## config.mk

```make
export PLATFORM = sky130hd
export DESIGN_NAME = mem_load_unit
export DESIGN_NICKNAME = d
export VERILOG_FILES = /design/src/rtl/mem_load_pkg.sv /design/src/rtl/load_formatter.sv /design/src/rtl/mem_load_unit.sv
export SDC_FILE = /design/constraint.sdc
export NUM_CORES = 1
export LEC_CHECK = 0
export ABC_AREA = 1
export CAP_MARGIN = 20
export CORE_UTILIZATION = 55
export CTS_CLUSTER_SIZE = 14
export DETAILED_ROUTE_END_ITERATION = 7
export GPL_ROUTABILITY_DRIVEN = 1
export PLACE_DENSITY = 0.77
export SLEW_MARGIN = 30
export SYNTH_ARGS = -nofsm -noshare
export SYNTH_HDL_FRONTEND = slang
export SYNTH_HIERARCHICAL = 1
export SYNTH_SLANG_ARGS = --single-unit
```

## constraint.sdc

```tcl
create_clock -name clk -period 7.32 [get_ports clk]
set_input_delay 1.098 -clock clk [delete_from_list [all_inputs] [get_ports clk]]
set_output_delay 1.098 -clock clk [all_outputs]
set_load 0.02 [all_outputs]
```

## src/rtl/mem_load_pkg.sv

```systemverilog
// Shared types for the load-return stage: size/mode encodings and the queued per-load
// control fields.
package mem_load_pkg;

  typedef enum logic [1:0] {
    BYTE  = 2'b00,
    HALF  = 2'b01,
    WORD  = 2'b10,
    DWORD = 2'b11
  } load_size_t;

  // 2'b11 is reserved.
  typedef enum logic [1:0] {
    NORMAL = 2'b00,
    LEFT   = 2'b01,
    RIGHT  = 2'b10
  } load_mode_t;

  // Width-independent part of a queue entry; offset/old/tag live in parameter-sized arrays.
  typedef struct packed {
    load_size_t size;
    logic       extend;
    load_mode_t mode;
  } load_ctrl_t;

endpackage

```

## src/rtl/load_formatter.sv

```systemverilog
// Combinational load data formatter: lane select with sign/zero extension, or an
// unaligned LEFT/RIGHT byte merge with the old destination value.
module load_formatter
  import mem_load_pkg::*;
#(
  parameter int unsigned DATA_WIDTH = 32
) (
  input  load_size_t                          size,
  input  logic                                extend,
  input  load_mode_t                          mode,
  input  logic [$clog2(DATA_WIDTH/8)-1:0]     offset,
  input  logic [DATA_WIDTH-1:0]               old,
  input  logic [DATA_WIDTH-1:0]               data,
  output logic [DATA_WIDTH-1:0]               result
);

  localparam int unsigned OW = $clog2(DATA_WIDTH / 8);
  localparam logic [DATA_WIDTH-1:0] Ones = '1;

  logic [OW-1:0]         lane_off;
  logic [DATA_WIDTH-1:0] field_mask;
  logic [DATA_WIDTH-1:0] shifted;
  logic                  sign_bit;
  logic [DATA_WIDTH-1:0] normal_res;
  logic [DATA_WIDTH-1:0] left_mask;
  logic [DATA_WIDTH-1:0] left_res;
  logic [DATA_WIDTH-1:0] right_mask;
  logic [DATA_WIDTH-1:0] right_res;

  // Align the offset down to the access size; WORD on a 32-bit path collapses to lane 0.
  always_comb begin
    lane_off   = '0;
    field_mask = Ones;
    case (size)
      BYTE: begin
        lane_off   = offset;
        field_mask = Ones >> (DATA_WIDTH - 8);
      end
      HALF: begin
        lane_off   = offset & ~OW'(1);
        field_mask = Ones >> (DATA_WIDTH - 16);
      end
      WORD: begin
        lane_off   = offset & ~OW'(3);
        field_mask = Ones >> (DATA_WIDTH - 32);
      end
      default: begin
        lane_off   = '0;
        field_mask = Ones;
      end
    endcase
  end

  assign shifted = data >> {lane_off, 3'b000};

  always_comb begin
    sign_bit = 1'b0;
    case (size)
      BYTE:    sign_bit = extend & shifted[7];
      HALF:    sign_bit = extend & shifted[15];
      WORD:    sign_bit = extend & shifted[31];
      default: sign_bit = 1'b0;
    endcase
  end

  assign normal_res = (shifted & field_mask) | ({DATA_WIDTH{sign_bit}} & ~field_mask);

  // LEFT places data bytes [o:0] at the top; B-1-o is simply ~o in OW bits.
  assign left_mask  = Ones << {~offset, 3'b000};
  assign left_res   = (data << {~offset, 3'b000}) | (old & ~left_mask);
  assign right_mask = Ones >> {offset, 3'b000};
  assign right_res  = (data >> {offset, 3'b000}) | (old & ~right_mask);

  always_comb begin
    result = normal_res;
    case (mode)
      LEFT:    result = left_res;
      RIGHT:   result = right_res;
      default: result = normal_res;
    endcase
  end

endmodule

```

## src/rtl/mem_load_unit.sv

```systemverilog
// Load-return stage: in-order queue of outstanding load metadata, discard counter for
// flushed loads, and a registered formatted result toward writeback.
module mem_load_unit
  import mem_load_pkg::*;
#(
  parameter int unsigned DATA_WIDTH = 32,
  parameter int unsigned DEPTH      = 4,
  parameter int unsigned TAG_WIDTH  = 5
) (
  input  logic                              clk,
  input  logic                              reset,
  input  logic                              flush,
  input  logic                              req_valid,
  output logic                              req_ready,
  input  logic [1:0]                        req_size,
  input  logic                              req_extend,
  input  logic [1:0]                        req_mode,
  input  logic [$clog2(DATA_WIDTH/8)-1:0]   req_offset,
  input  logic [DATA_WIDTH-1:0]             req_old,
  input  logic [TAG_WIDTH-1:0]              req_tag,
  input  logic                              resp_valid,
  output logic                              resp_ready,
  input  logic [DATA_WIDTH-1:0]             resp_data,
  output logic                              out_valid,
  input  logic                              out_ready,
  output logic [DATA_WIDTH-1:0]             out_data,
  output logic [TAG_WIDTH-1:0]              out_tag
);

  localparam int unsigned OW = $clog2(DATA_WIDTH / 8);
  localparam int unsigned PW = $clog2(DEPTH);
  localparam int unsigned CW = PW + 1;

  load_ctrl_t            ctrl_q   [DEPTH];
  logic [OW-1:0]         offset_q [DEPTH];
  logic [DATA_WIDTH-1:0] old_q    [DEPTH];
  logic [TAG_WIDTH-1:0]  tag_q    [DEPTH];

  logic [PW-1:0]         head_q, head_d, tail_q, tail_d;
  logic [CW-1:0]         count_q, count_d, discard_q, discard_d;
  logic                  out_valid_q, out_valid_d;
  logic [DATA_WIDTH-1:0] out_data_q, out_data_d;
  logic [TAG_WIDTH-1:0]  out_tag_q, out_tag_d;

  logic                  discarding, push, pop, drop;
  logic [DATA_WIDTH-1:0] fmt_result;

  assign discarding = (discard_q != '0);
  assign req_ready  = !flush && ((count_q + discard_q) < CW'(DEPTH));
  assign resp_ready = discarding || ((count_q != '0) && (!out_valid_q || out_ready));
  assign push       = req_valid && req_ready;
  assign pop        = resp_valid && resp_ready && !discarding;
  assign drop       = resp_valid && resp_ready && discarding;

  load_formatter #(
    .DATA_WIDTH (DATA_WIDTH)
  ) u_formatter (
    .size   (ctrl_q[head_q].size),
    .extend (ctrl_q[head_q].extend),
    .mode   (ctrl_q[head_q].mode),
    .offset (offset_q[head_q]),
    .old    (old_q[head_q]),
    .data   (resp_data),
    .result (fmt_result)
  );

  always_comb begin
    head_d      = head_q;
    tail_d      = tail_q;
    count_d     = count_q + CW'(push) - CW'(pop);
    discard_d   = discard_q - CW'(drop);
    out_valid_d = out_valid_q;
    out_data_d  = out_data_q;
    out_tag_d   = out_tag_q;

    if (push) tail_d = tail_q + PW'(1);
    if (pop)  head_d = head_q + PW'(1);

    if (out_valid_q && out_ready) out_valid_d = 1'b0;
    if (pop) begin
      out_valid_d = 1'b1;
      out_data_d  = fmt_result;
      out_tag_d   = tag_q[head_q];
    end

    // Every load still queued after this cycle's pop turns into a response to discard.
    if (flush) begin
      head_d      = '0;
      tail_d      = '0;
      count_d     = '0;
      discard_d   = discard_q - CW'(drop) + count_q - CW'(pop);
      out_valid_d = 1'b0;
    end
  end

  always_ff @(posedge clk) begin
    if (reset) begin
      head_q      <= '0;
      tail_q      <= '0;
      count_q     <= '0;
      discard_q   <= '0;
      out_valid_q <= 1'b0;
      out_data_q  <= '0;
      out_tag_q   <= '0;
    end else begin
      head_q      <= head_d;
      tail_q      <= tail_d;
      count_q     <= count_d;
      discard_q   <= discard_d;
      out_valid_q <= out_valid_d;
      out_data_q  <= out_data_d;
      out_tag_q   <= out_tag_d;
    end
  end

  always_ff @(posedge clk) begin
    if (push) begin
      ctrl_q[tail_q]   <= '{size:   load_size_t'(req_size),
                            extend: req_extend,
                            mode:   load_mode_t'(req_mode)};
      offset_q[tail_q] <= req_offset;
      old_q[tail_q]    <= req_old;
      tag_q[tail_q]    <= req_tag;
    end
  end

  assign out_valid = out_valid_q;
  assign out_data  = out_data_q;
  assign out_tag   = out_tag_q;

  a_reserved_mode: assert property (@(posedge clk) disable iff (reset)
    push |-> (req_mode != 2'b11));
  a_dword_on_32: assert property (@(posedge clk) disable iff (reset)
    (push && (DATA_WIDTH == 32)) |-> (req_size != 2'b11));
  a_outstanding: assert property (@(posedge clk) disable iff (reset)
    (count_q + discard_q) <= CW'(DEPTH));

endmodule

```

---- Yosys cells after proc, flatten, opt, wreduce, memory -nomap -nowiden ----
Memory sizes are Yosys's and may differ from the RTL's. A register that Yosys moved wholly into a read port is not among the register bits.
Cells that the tools add are included.
operators by class
  bitwise operators ....................... 14
  muxes and demuxes ....................... 15
  equal/unequal tests ..................... 4
  $lt $le $gt $ge ......................... 1
  $add $sub $neg .......................... 8
  reduce and logical (&&, ||, !) cells .... 17
  shifts and indexed selects .............. 5
operators by type and width
  kind                   count
  $and 32x32->32         4
  $pmux 32 s2            2
  $not 32->32            3
  $or 32x32->32          3
  $shr 32x5->32          2
  $shl 32x5->32          1
  $shl 32x5->32 const A  1
  $shr 32x5->32 const A  1
  $mux 2                 6
  $sub 3x1->3            3
  $logic_and 1x1->1      7
  $add 3x3->3            2
  $reduce_bool 3->1      2
  $add 2x1->2 const B    2
  $eq 2x1->1 const B     2
  $eq 2x2->1 const B     2
  $mux 1                 4
  $pmux 2 s2             1
  $add 3x1->3            1
  $and 1x1->1            3
  $logic_not 1->1        3
  $lt 3x3->1 const B     1
  $mux 3                 1
  $pmux 1 s3             1
  other kinds (5)        6
storage, ports and cells
  register bits after elaboration ......... 43
  memories ................................ 4
  bits in writable memories ............... 176
memories
  name      words  width  rd ports  clocked after Yosys merged registers in  wr ports  RTL line             text
  old_q     4      32     1         1                                        1         mem_load_unit.sv:36  logic [DATA_WIDTH-1:0] old_q [DEPTH];
  ctrl_q    4      5      1         1                                        1         mem_load_unit.sv:34  load_ctrl_t ctrl_q [DEPTH];
  tag_q     4      5      1         1                                        1         mem_load_unit.sv:37  logic [TAG_WIDTH-1:0] tag_q [DEPTH];
  offset_q  4      2      1         1                                        1         mem_load_unit.sv:35  logic [OW-1:0] offset_q [DEPTH];

---- Longest topological paths before layout ----
Gate-level depths: netlist of the first run.
  depth in word-level cells ............... 10
  depth in mapped cells ................... 20
  depth with buffers taken out ............ 16

---- Hierarchy ----
The synthesis of the first run kept the hierarchy.
by module, submodules not included
  module          cells an instance  area an instance (um^2)  times used
  mem_load_unit   714                8618.3                   1
  load_formatter  505                2472.4                   1

---- Worst setup path after synthesis of the first run ----
OpenSTA, ideal clock, no wires.
  kind .................................... in2reg
  from .................................... in flush
  to ...................................... mem ctrl_q[0][0] in the netlist's numbering (enable)
  arrival ................................. 3.364 ns
  path slack .............................. 3.510 ns
  stages .................................. 3
  buffers on the path ..................... 0
  path through ............................ inv_1 -> nand4_1 -> nor2_1
on the way
  longest elaborated chain between the ends .. 5
ends and longest elaborated chain
  element                       RTL line              text
  from (decl)                   mem_load_unit.sv:12   input logic flush,
  $logic_not 1->1               mem_load_unit.sv:49   assign req_ready = !flush && ((count_q + discard_q) < CW'(DEPTH));
  $logic_and 1x1->1             mem_load_unit.sv:49
  $logic_and 1x1->1             mem_load_unit.sv:51   assign push = req_valid && req_ready;
  $mux 1                        mem_load_unit.sv:117  if (push) begin
  $mux 1 (not written as such)  mem_load_unit.sv:118  ctrl_q[tail_q] <= '{size: load_size_t'(req_size),
  to (decl)                     mem_load_unit.sv:34
No other way between the ends.

==> metrics.txt, run 1 <==
status finished clean; remaining antenna violation count 0; clk sinks between 200 and 250; ys flop type edfxtp_1; global-route wire length before repair 46060 um; area leader, netlist edfxtp_1; Clock transition at path regs 60 ps; # IOs between 100 and 150; critical-path cell list inv_2, buf_4, o21ai_0, o22ai_4, buf_4, nand2_1, inv_1, nand2_1, o21ai_0, o21ai_0, nand2_1, nor2_1, a21oi_1, nor2_1, nor2_1; Fmax between 0.2 and 0.25 GHz; die width ~140 um; H-Tree Depth 1; clock network power share 36.8%; Post CTS Setup Buffer Count 0; DR DRC count 0; Seq cells post-synth ~230; final setup fails 0; Initial Util 56.61%; WL/cell 18.98 um; Pwr Density 243.2 nW/um2; Seq pwr share 45.4%; Mapped Area roughly 11000 um2; count leader, synth o21ai_0; row cnt 51; Slew Viols, Final 0; switching share of power 27.17%; post-synth top area share 47.65%; P_int 2.332 mW; final clock skew 12.29 ps; worst-margin pin slew 914.1 ps; largest cells by area after synthesis edfxtp_1, o21ai_0, dfxtp_1; initial antenna violation count 2; normalized max-slew margin 38.92%; hold_ws 511.8 ps; Power Total 3.202 mW; CP top delay family buffers and inverters; type of the worst setup path register to register; layout cells sized above 1 under 10%; core area 19590 um2; GRT overflow 0; die area 20740 um2; Tot GR Track Use 29.26%; hold crit path type register to register; power share of the combinational group between 10% and 20%; Leakage Power 4.959 nW; Routability Congestion 0.9949; Worst Path Required 7760 ps; post-route design area approximately 13000 um2; Final Cycle Share 55.59%; Die Y 144 um; CTS Buf Count 24; TritonCTS clock tree built; Async SR Flop Fraction 0%; antenna cell count 0; Avg Inst Size Synth a little over 9 um2; Synth Net Count 1322; Synth Instances 1219; Switch Pwr 0.8702 mW; CP arrival 4510 ps; max-cap violations 0; vias in the first global route 8447; Area Overhead vs Synth 18.75%; largest net degree at the start of global routing 72; VDD IR max roughly 200 uV; CTS max path bufs 3; final WL 30040 um; nature of the critical path endpoint register; Fin Setup TNS 0 ps; CP peak stage delay 580 ps; number of flops mapped to enable cells by yosys 176; Final min period just over 4000 ps; CP Launch Type register; Nets 1404; # hold bufs at CTS 0; most instantiated cells after synthesis o21ai_0, nor2_1, edfxtp_1; via count 9155; clk_lat worst skew 510 ps; dpl hpwl 19870 um; worst-path maximum fanout a little over 70; RSZ-0062 raised after global routing false; Worst path slowest cell buf_4; synth unique cells 41; 1st-iter DRT viols about 1100; Placement Cell Area 12390 um2; # resized after CTS 0; Pre-antenna DRT Iters 6; WP buf/inv 4; Synth warnings 6; final hold vios 0; root buf cell clkbuf_16; Port Buf Inserts 121; Seq/Total Area, Yosys 56.68%; vias per cell 5.783
==> routing by layer <==
layer / track usage [%] / vias up / wire (um)
met3: 6.424 / 52 / 2857
li1: - / 4380 / -
met5: 0 / - / 23
met4: 8.623 / 4 / 712
met1: 40.92 / 4246 / 12850
met2: 45.77 / 473 / 13600
==> worst reg2reg max path, stage by stage (launching register included) <==
cell	delay, ps
dfxtp_2	490
inv_2	210
buf_4	590
o21ai_0	310
o22ai_4	150
buf_4	450
nand2_1	470
inv_1	530
nand2_1	90
o21ai_0	90
o21ai_0	120
nand2_1	100
nor2_1	70
a21oi_1	160
nor2_1	70
nor2_1	120
==> worst paths after layout <==
| kind | cells past startpoint | slack [ps] | startpoint | to |
|---|---|---|---|---|
| worst max-delay path | 15 | 3250 | register | out_data[9]$_SDFFE_PP0P_ |
| worst min-delay path | 2 | 510 | out_data[13]$_SDFFE_PP0P_ | out_data[13]$_SDFFE_PP0P_ |
| worst max register to register | 15 | 3250 | register | out_data[9]$_SDFFE_PP0P_ |
| worst min register to register | 2 | 510 | out_data[13]$_SDFFE_PP0P_ | out_data[13]$_SDFFE_PP0P_ |
==> power groups by stage <==
| stage | sequential, mW | combinational (mW) | clock, mW |
|---|---|---|---|
| after floorplan | 1.49 | 0.351 | 0 |
| final | 1.45 | 0.570 | 1.18 |
| after global routing | 1.46 | 0.630 | 1.25 |
| after detailed placement | 1.48 | 0.555 | 0 |
| after CTS | 1.45 | 0.559 | 1.19 |
| after global placement | 1.48 | 0.550 | 0 |
==> cell usage in the layout, fill, tap and decap left out, types with 5 or more instances in the layout <==
cell type	instances
nor2_4	6
a21oi_2	10
a21oi_1	74
ha_1	19
o21ai_1	8
o22ai_1	43
nand2_1	151
a31oi_1	6
o21ai_0	229
clkbuf_16	25
o211ai_1	11
buf_4	10
dfxtp_1	49
inv_1	83
clkdlybuf4s50_1	121
nor2_1	220
inv_2	6
nand3_1	16
edfxtp_1	176
clkbuf_1	5
==> through the flow <==
stage / worst slack [ps] / util [%] / std cells
finish: 3251 / 67.23 / 1583
detailed placement: 3361 / 63.24 / 1540
global placement: 3413 / 63.24 / 1540
floorplan: 3510 / - / 1219
global route: 2879 / 67.23 / 1583
CTS: 3330 / 67.18 / 1583
==> kinds of logic (layout without fill, tap and decap cells) <==
group	Yosys count	count (layout)	share of synthesized area (%)
AOI/OAI and AO/OA	391	391	19.11
xor gates and xnor gates	3	3	0.2370
muxes	2	2	0.1805
DFF	226	226	56.68
adders and majority gates	21	21	2.505
and+or+nand+nor	409	409	14.82
buffers and inverters	167	266	6.464
==> flip-flops by register name, summed over array words and instances (netlist names), named ones only <==
name,count
old_q,128
out_data,32
ctrl_q,20
tag_q,20
offset_q,8
out_tag,5
count_q,3
discard_q,3
head_q,2
tail_q,2
out_valid,1
==> cell type report <==
| class | instances | area, um2 |
|---|---|---|
| fill | 1618 | 6420 |
| sequential | 226 | 6287 |
| multi-input combinational | 826 | 4145 |
| timing repair buffer | 131 | 1286 |
| clock buffer | 30 | 644.4 |
| inverter | 92 | 347.8 |
| tap | 265 | 331.6 |
| clock inverter | 13 | 127.6 |
Note: power is estimated with default switching activity, not from simulation.
==> run 2, diff against run 1 <==
clock period = 4.1 ns   (was 7.32 ns; I/O delays follow)
==> run 2 against run 1 <==
Clock power rose by 76%. Sequential power rose by 79%. Clock-buffer cell count fell by 3. Largest cell class unchanged. Largest power group unchanged. Highest routed layer is now met4.
==> metrics.txt, run 2 (synthesized netlist as in run 1, its figures left out) <==
status finished clean (unchanged); WL/cell 19.21 um (was 18.98 um); Nets 1415 (was 1404); RSZ-0062 raised after global routing false (unchanged); Fmax 0.2805 GHz (was 0.2458 GHz); clk sinks 226 (unchanged); Worst Path Required 4560 ps (was 7760 ps); Power Total 5.716 mW (was 3.202 mW); Die Y 144 um (unchanged); global-route wire length before repair 47140 um (was 46060 um); row cnt 51 (unchanged); worst-margin pin slew 789.5 ps (was 914.1 ps); dpl hpwl 20610 um (was 19870 um); Clock transition at path regs 60 ps (about the same); metal3 WL 2827 um (was 2857 um); worst-path maximum fanout 54 (was 71); Worst Hold End out_data[31]$_SDFFE_PP0P_ (was out_data[13]$_SDFFE_PP0P_); top routing layer used met4 (was met5); hold crit path type register to register (unchanged); die area 20740 um2 (unchanged); normalized max-slew margin 47.29% (was 38.92%); HP Start out_data[31]$_SDFFE_PP0P_ (was out_data[13]$_SDFFE_PP0P_); number of flip-flops in the largest register 128 (unchanged); # IOs 122 (unchanged); Area Overhead vs Synth 19.30% (was 18.75%); P_int 4.154 mW (was 2.332 mW); clock network power share 36.4% (was 36.8%); die width 144 um (unchanged); Final min period 3566 ps (was 4069 ps); GRT overflow 0 (unchanged); Core Util, Final 67.54% (was 67.23%); root buf cell clkbuf_16 (unchanged); CTS Buf Count 23 (was 24); WL met2 13840 um (was 13600 um); most common cell after layout, fill and taps aside o21ai_0 (unchanged); largest net degree at the start of global routing 55 (was 72); nature of the critical path endpoint register (unchanged); 1st-iter DRT viols 1034 (was 1094); clk_lat worst skew 540 ps (was 510 ps); # hold bufs at CTS 0 (unchanged); antenna cell count 0 (unchanged); Fin Setup TNS 0 ps (unchanged); remaining antenna violation count 0 (unchanged); max-cap violations 0 (unchanged); via count 9329 (was 9155); CP Launch Type register (unchanged); initial antenna violation count 0 (was 2); r2r endpoint out_data[20]$_SDFFE_PP0P_ (was out_data[9]$_SDFFE_PP0P_); Final Cycle Share 86.97% (was 55.59%); vias per cell 5.853 (was 5.783); r2r worst-path depth 14 (was 15); switching share of power 27.34% (was 27.17%); Slew Viols, Final 0 (unchanged); DR DRC count 0 (unchanged); VDD IR max 356.0 uV (was 205.6 uV); Seq pwr share 45.4% (about the same); # resized after CTS 0 (unchanged); Post CTS Setup Buffer Count 0 (unchanged); R2R setup slack 530 ps (was 3250 ps); Leakage Power 5.027 nW (was 4.959 nW); final WL 30620 um (was 30040 um); H-Tree Depth 1 (unchanged); core area 19590 um2 (unchanged); Port Buf Inserts 121 (unchanged); final setup fails 0 (unchanged); CP arrival 4030 ps (was 4510 ps); power share of the combinational group 18.2% (was 17.8%); vias in the first global route 8515 (was 8447); Pwr Density 432.0 nW/um2 (was 243.2 nW/um2); final clock skew 17.78 ps (was 12.29 ps); Routability Congestion 1.054 (was 0.9949); Top reg by flops old_q (unchanged); Initial Util 56.61% (unchanged); TritonCTS clock tree built (unchanged); Tot GR Track Use 30.00% (was 29.26%); WL met1 13150 um (was 12850 um); type of the worst setup path register to register (unchanged); Worst Hold Depth 2 (unchanged); CTS max path bufs 3 (unchanged); Pre-antenna DRT Iters 6 (unchanged); Switch Pwr 1.563 mW (was 0.8702 mW); layout cells sized above 1 7.449% (was 6.677%); final hold vios 0 (unchanged); most frequent cells in the layout o21ai_0, nor2_1, edfxtp_1 (unchanged)
==> run 2: worst max-delay path by stage <==
stage | startpoint | to | slack (ps)
2_1_floorplan | discard_q[1]$_SDFF_PP0_ | ctrl_q[0][0]$_DFFE_PP_ | 680
3_3_place_gp | flush | old_q[3][6]$_DFFE_PP_ | 790
3_5_place_dp | register | out_data[20]$_SDFFE_PP0P_ | 670
4_1_cts | register | out_data[20]$_SDFFE_PP0P_ | 650
5_1_grt | register | out_data[23]$_SDFFE_PP0P_ | 260
6_report | register | out_data[20]$_SDFFE_PP0P_ | 530
==> run 2: worst max-delay path, cell delays in order, from the launching register on <==
cell and delay [ps]:
dfxtp_2 330, buf_4 440, o21ai_0 190, o22ai_1 400, inv_1 150, ha_1 350
nand2_4 370, nand2_1 130, nor2_1 150, a21oi_1 100, nand2_2 110, nand3_4 260
a21oi_1 270, nor2_1 80, nor2_1 120
==> run 2: cell type report <==
class	count	area [um2]
Multi-Input combinational cell	826	4138
Inverter	92	346.6
Clock inverter	15	161.4
Tap cell	265	331.6
Sequential cell	226	6287
Timing Repair Buffer	143	1376
Fill cell	1587	6359
Clock buffer	27	590.6
==> run 2: power groups by stage <==
stage | sequential, mW | combinational, mW | clock, mW
after floorplan | 2.66 | 0.627 | 0
after global placement | 2.64 | 0.996 | 0
after detailed placement | 2.64 | 1.00 | 0
after CTS | 2.60 | 1.01 | 2.12
after global routing | 2.60 | 1.13 | 2.19
final | 2.60 | 1.04 | 2.08
==> run 2: metal layers <==
layer  global-route usage (%)  vias up
li1                         -     4387
met1                    43.22     4368
met2                    47.32      522
met3                    4.238       52
met4                    8.735        0
met5                        0        -
==> run 2: through the flow <==
step	instances	hold WS (ps)	area (um2)	setup slack [ps]
floorplan	1219	529.7	11090	681.0
global placement	1552	492.8	12480	793.3
detailed placement	1552	495.2	12480	667.0
CTS	1594	515.4	13230	649.3
global route	1594	542.3	13230	259.4
finish	1594	512.0	13230	534.4
==> run 3, diff against run 2 <==
CORE_UTILIZATION = 51   (was 55)
CTS_BUF_LIST = sky130_fd_sc_hd__clkbuf_16   (was default)
PLACE_DENSITY = 0.75   (was 0.77)
clock period = 3 ns   (was 4.1 ns; I/O delays follow)
==> run 3 against run 2 <==
Sequential share of layout area fell by 1.6 points. Hold slack improved by 2.9 ps. Critical path type unchanged. Sequential cell count did not move. Cell count rose by 2.4%. Largest cell class unchanged.
==> metrics.txt, run 3 (synthesized netlist as in run 1, its figures left out) <==
Fmax 0.3538 GHz (was 0.2805 GHz); Area Overhead vs Synth 23.33% (was 19.30%); Final min period 2827 ps (was 3566 ps); dpl hpwl 21410 um (was 20610 um); die area 22340 um2 (was 20740 um2); Nets 1442 (was 1415); final setup fails 0 (unchanged); Final Cycle Share 94.22% (was 86.97%); status finished clean (unchanged); initial antenna violation count 0 (unchanged); 1st-iter DRT viols 891 (was 1034); RSZ-0062 raised after global routing false (unchanged); final setup margin 173.3 ps (was 534.4 ps); Inst Count DP 1581 (was 1552); core area 21150 um2 (was 19590 um2); Top reg by flops old_q (unchanged); worst-margin pin slew 538.6 ps (was 789.5 ps); CTS max path bufs 3 (unchanged); via count 9351 (was 9329); Slew Viols, Final 0 (unchanged); largest net degree at the start of global routing 45 (was 55); critical-path cell list buf_4, o21ai_0, o22ai_2, inv_1, ha_2, nand2_1, nand2_4, nand2_1, nand3_1, nand2_1, clkinv_2, nand3_4, a21oi_2, nor2_1, nor2_1 (was buf_4, o21ai_0, o22ai_1, inv_1, ha_1, nand2_4, nand2_1, nor2_1, a21oi_1, nand2_2, nand3_4, a21oi_1, nor2_1, nor2_1); GRT overflow 0 (unchanged); Worst path slowest cell dfxtp_2 (was buf_4); r2r endpoint out_data[31]$_SDFFE_PP0P_ (was out_data[20]$_SDFFE_PP0P_); r2r worst-path depth 15 (was 14); antenna cell count 0 (unchanged); global-route wire length before repair 48220 um (was 47140 um); Pre-antenna DRT Iters 5 (was 6); Worst Path Required 3440 ps (was 4560 ps); nature of the critical path endpoint register (unchanged); Routability Congestion 0.9902 (was 1.054); footprint of the multi-input gates 4204 um2 (was 4138 um2); hold_ws 514.9 ps (was 512.0 ps); Worst Hold End out_data[13]$_SDFFE_PP0P_ (was out_data[31]$_SDFFE_PP0P_); die width 149.5 um (was 144 um); type of the worst setup path register to register (unchanged); clk sinks 226 (unchanged); layout cells sized above 1 9.727% (was 7.449%); register area 6287 um2 (unchanged); CTS Buf Count 24 (was 23); Power Total 8.193 mW (was 5.716 mW); VDD IR max 519.7 uV (was 356.0 uV); most common cell after layout, fill and taps aside o21ai_0 (unchanged); Die Y 149.5 um (was 144 um); remaining antenna violation count 0 (unchanged); Core Util, Final 64.66% (was 67.54%); R2R setup slack 170 ps (was 530 ps); Clock transition at path regs 60 ps (about the same); final WL 31570 um (was 30620 um); worst-path maximum fanout 17 (was 54); hold crit path type register to register (unchanged); Fin Setup TNS 0 ps (unchanged); vias in the first global route 8604 (was 8515); H-Tree Depth 1 (unchanged); Worst Hold Depth 2 (unchanged); CP arrival 3270 ps (was 4030 ps); # hold bufs at CTS 0 (unchanged); Initial Util 52.43% (was 56.61%); row cnt 53 (was 51); Port Buf Inserts 121 (unchanged); most frequent CP cell nand2_1 (was nor2_1); CP Launch Type register (unchanged); # IOs 122 (unchanged); normalized max-slew margin 63.72% (was 47.29%); TritonCTS clock tree built (unchanged); Pwr Density 599.0 nW/um2 (was 432.0 nW/um2); vias per cell 5.730 (was 5.853); DR DRC count 0 (unchanged); Leakage Power 5.225 nW (was 5.027 nW); Placement Cell Area 12720 um2 (was 12480 um2); WL/cell 19.34 um (was 19.21 um); pre-CTS WS 3.563 ps (was 667.0 ps); CP peak stage delay 380 ps (was 440 ps); post-route design area 13680 um2 (was 13230 um2); count of non-filler cells in the finished layout 1632 (was 1594); final clock skew 17.59 ps (was 17.78 ps); number of flip-flops in the largest register 128 (unchanged); Tot GR Track Use 28.29% (was 30.00%); most frequent cells in the layout o21ai_0, nor2_1, edfxtp_1 (unchanged); Filler Cells Inserted 1701 (was 1587); max-cap violations 0 (unchanged); clk_lat worst skew 520 ps (was 540 ps); final hold vios 0 (unchanged); root buf cell clkbuf_16 (unchanged); HP Start out_data[13]$_SDFFE_PP0P_ (was out_data[31]$_SDFFE_PP0P_)
## run 3: cell types whose count changed in the layout (fill, tap and decap cells not counted), sizes merged
cell / change
buf: +25
clkinv: -4
clkbuf: -2
clkinvlp: +2
inv: +4
nand3: +1
bufinv: +2
## run 3: how the worst max path moves through the flow
stage	slack, ps	depth (start not counted)	end	from
global placement	110	15	out_data[31]$_SDFFE_PP0P_	register
floorplan	-420	6	ctrl_q[0][0]$_DFFE_PP_	discard_q[1]$_SDFF_PP0_
global route	0.6	14	out_data[31]$_SDFFE_PP0P_	register
detailed placement	4	14	out_data[31]$_SDFFE_PP0P_	register
CTS	3	15	out_data[31]$_SDFFE_PP0P_	register
finish	170	15	out_data[31]$_SDFFE_PP0P_	register
## run 3: where the power goes
group	internal, mW	switching, mW	total, mW
clock	1.95	1.19	3.14
sequential	3.49	0.0561	3.55
combinational	0.560	0.944	1.50
total	6.00	2.19	8.19
## run 3: what timing repair did
action                     in CTS  in global routing
pin swaps                       0                  2
gates resized for setup         1                  9
gates cloned                    0                  1
buffers inserted                0                  6
setup endpoints to repair       1                 30
## run 3: metal layers
| metal | wire, um | vias up | track usage [%] |
|---|---|---|---|
| met4 | 657 | 0 | 7.194 |
| li1 | - | 4455 | - |
| met1 | 13590 | 4368 | 41.07 |
| met2 | 14550 | 484 | 44.58 |
| met3 | 2773 | 44 | 3.994 |
| met5 | 0 | - | 0 |
## run 3: area by class of cell
| type | count | share of cell area, % |
|---|---|---|
| Sequential cell | 226 | 45.97 |
| Multi-Input combinational cell | 827 | 30.74 |
| Timing Repair Buffer | 168 | 11.98 |
| Clock buffer | 25 | 4.574 |
| Inverter | 92 | 2.534 |
| Tap cell | 275 | 2.516 |
| Clock inverter | 19 | 1.692 |
## run 3: worst max-delay path, delay by kind of cell (launching register included)
kind | cells | cell delay, ps
adders and majority gates | 1 | 290
and+or+nand+nor | 8 | 990
buffers and inverters | 3 | 490
AOI/OAI and AO/OA | 3 | 590
DFF | 1 | 380
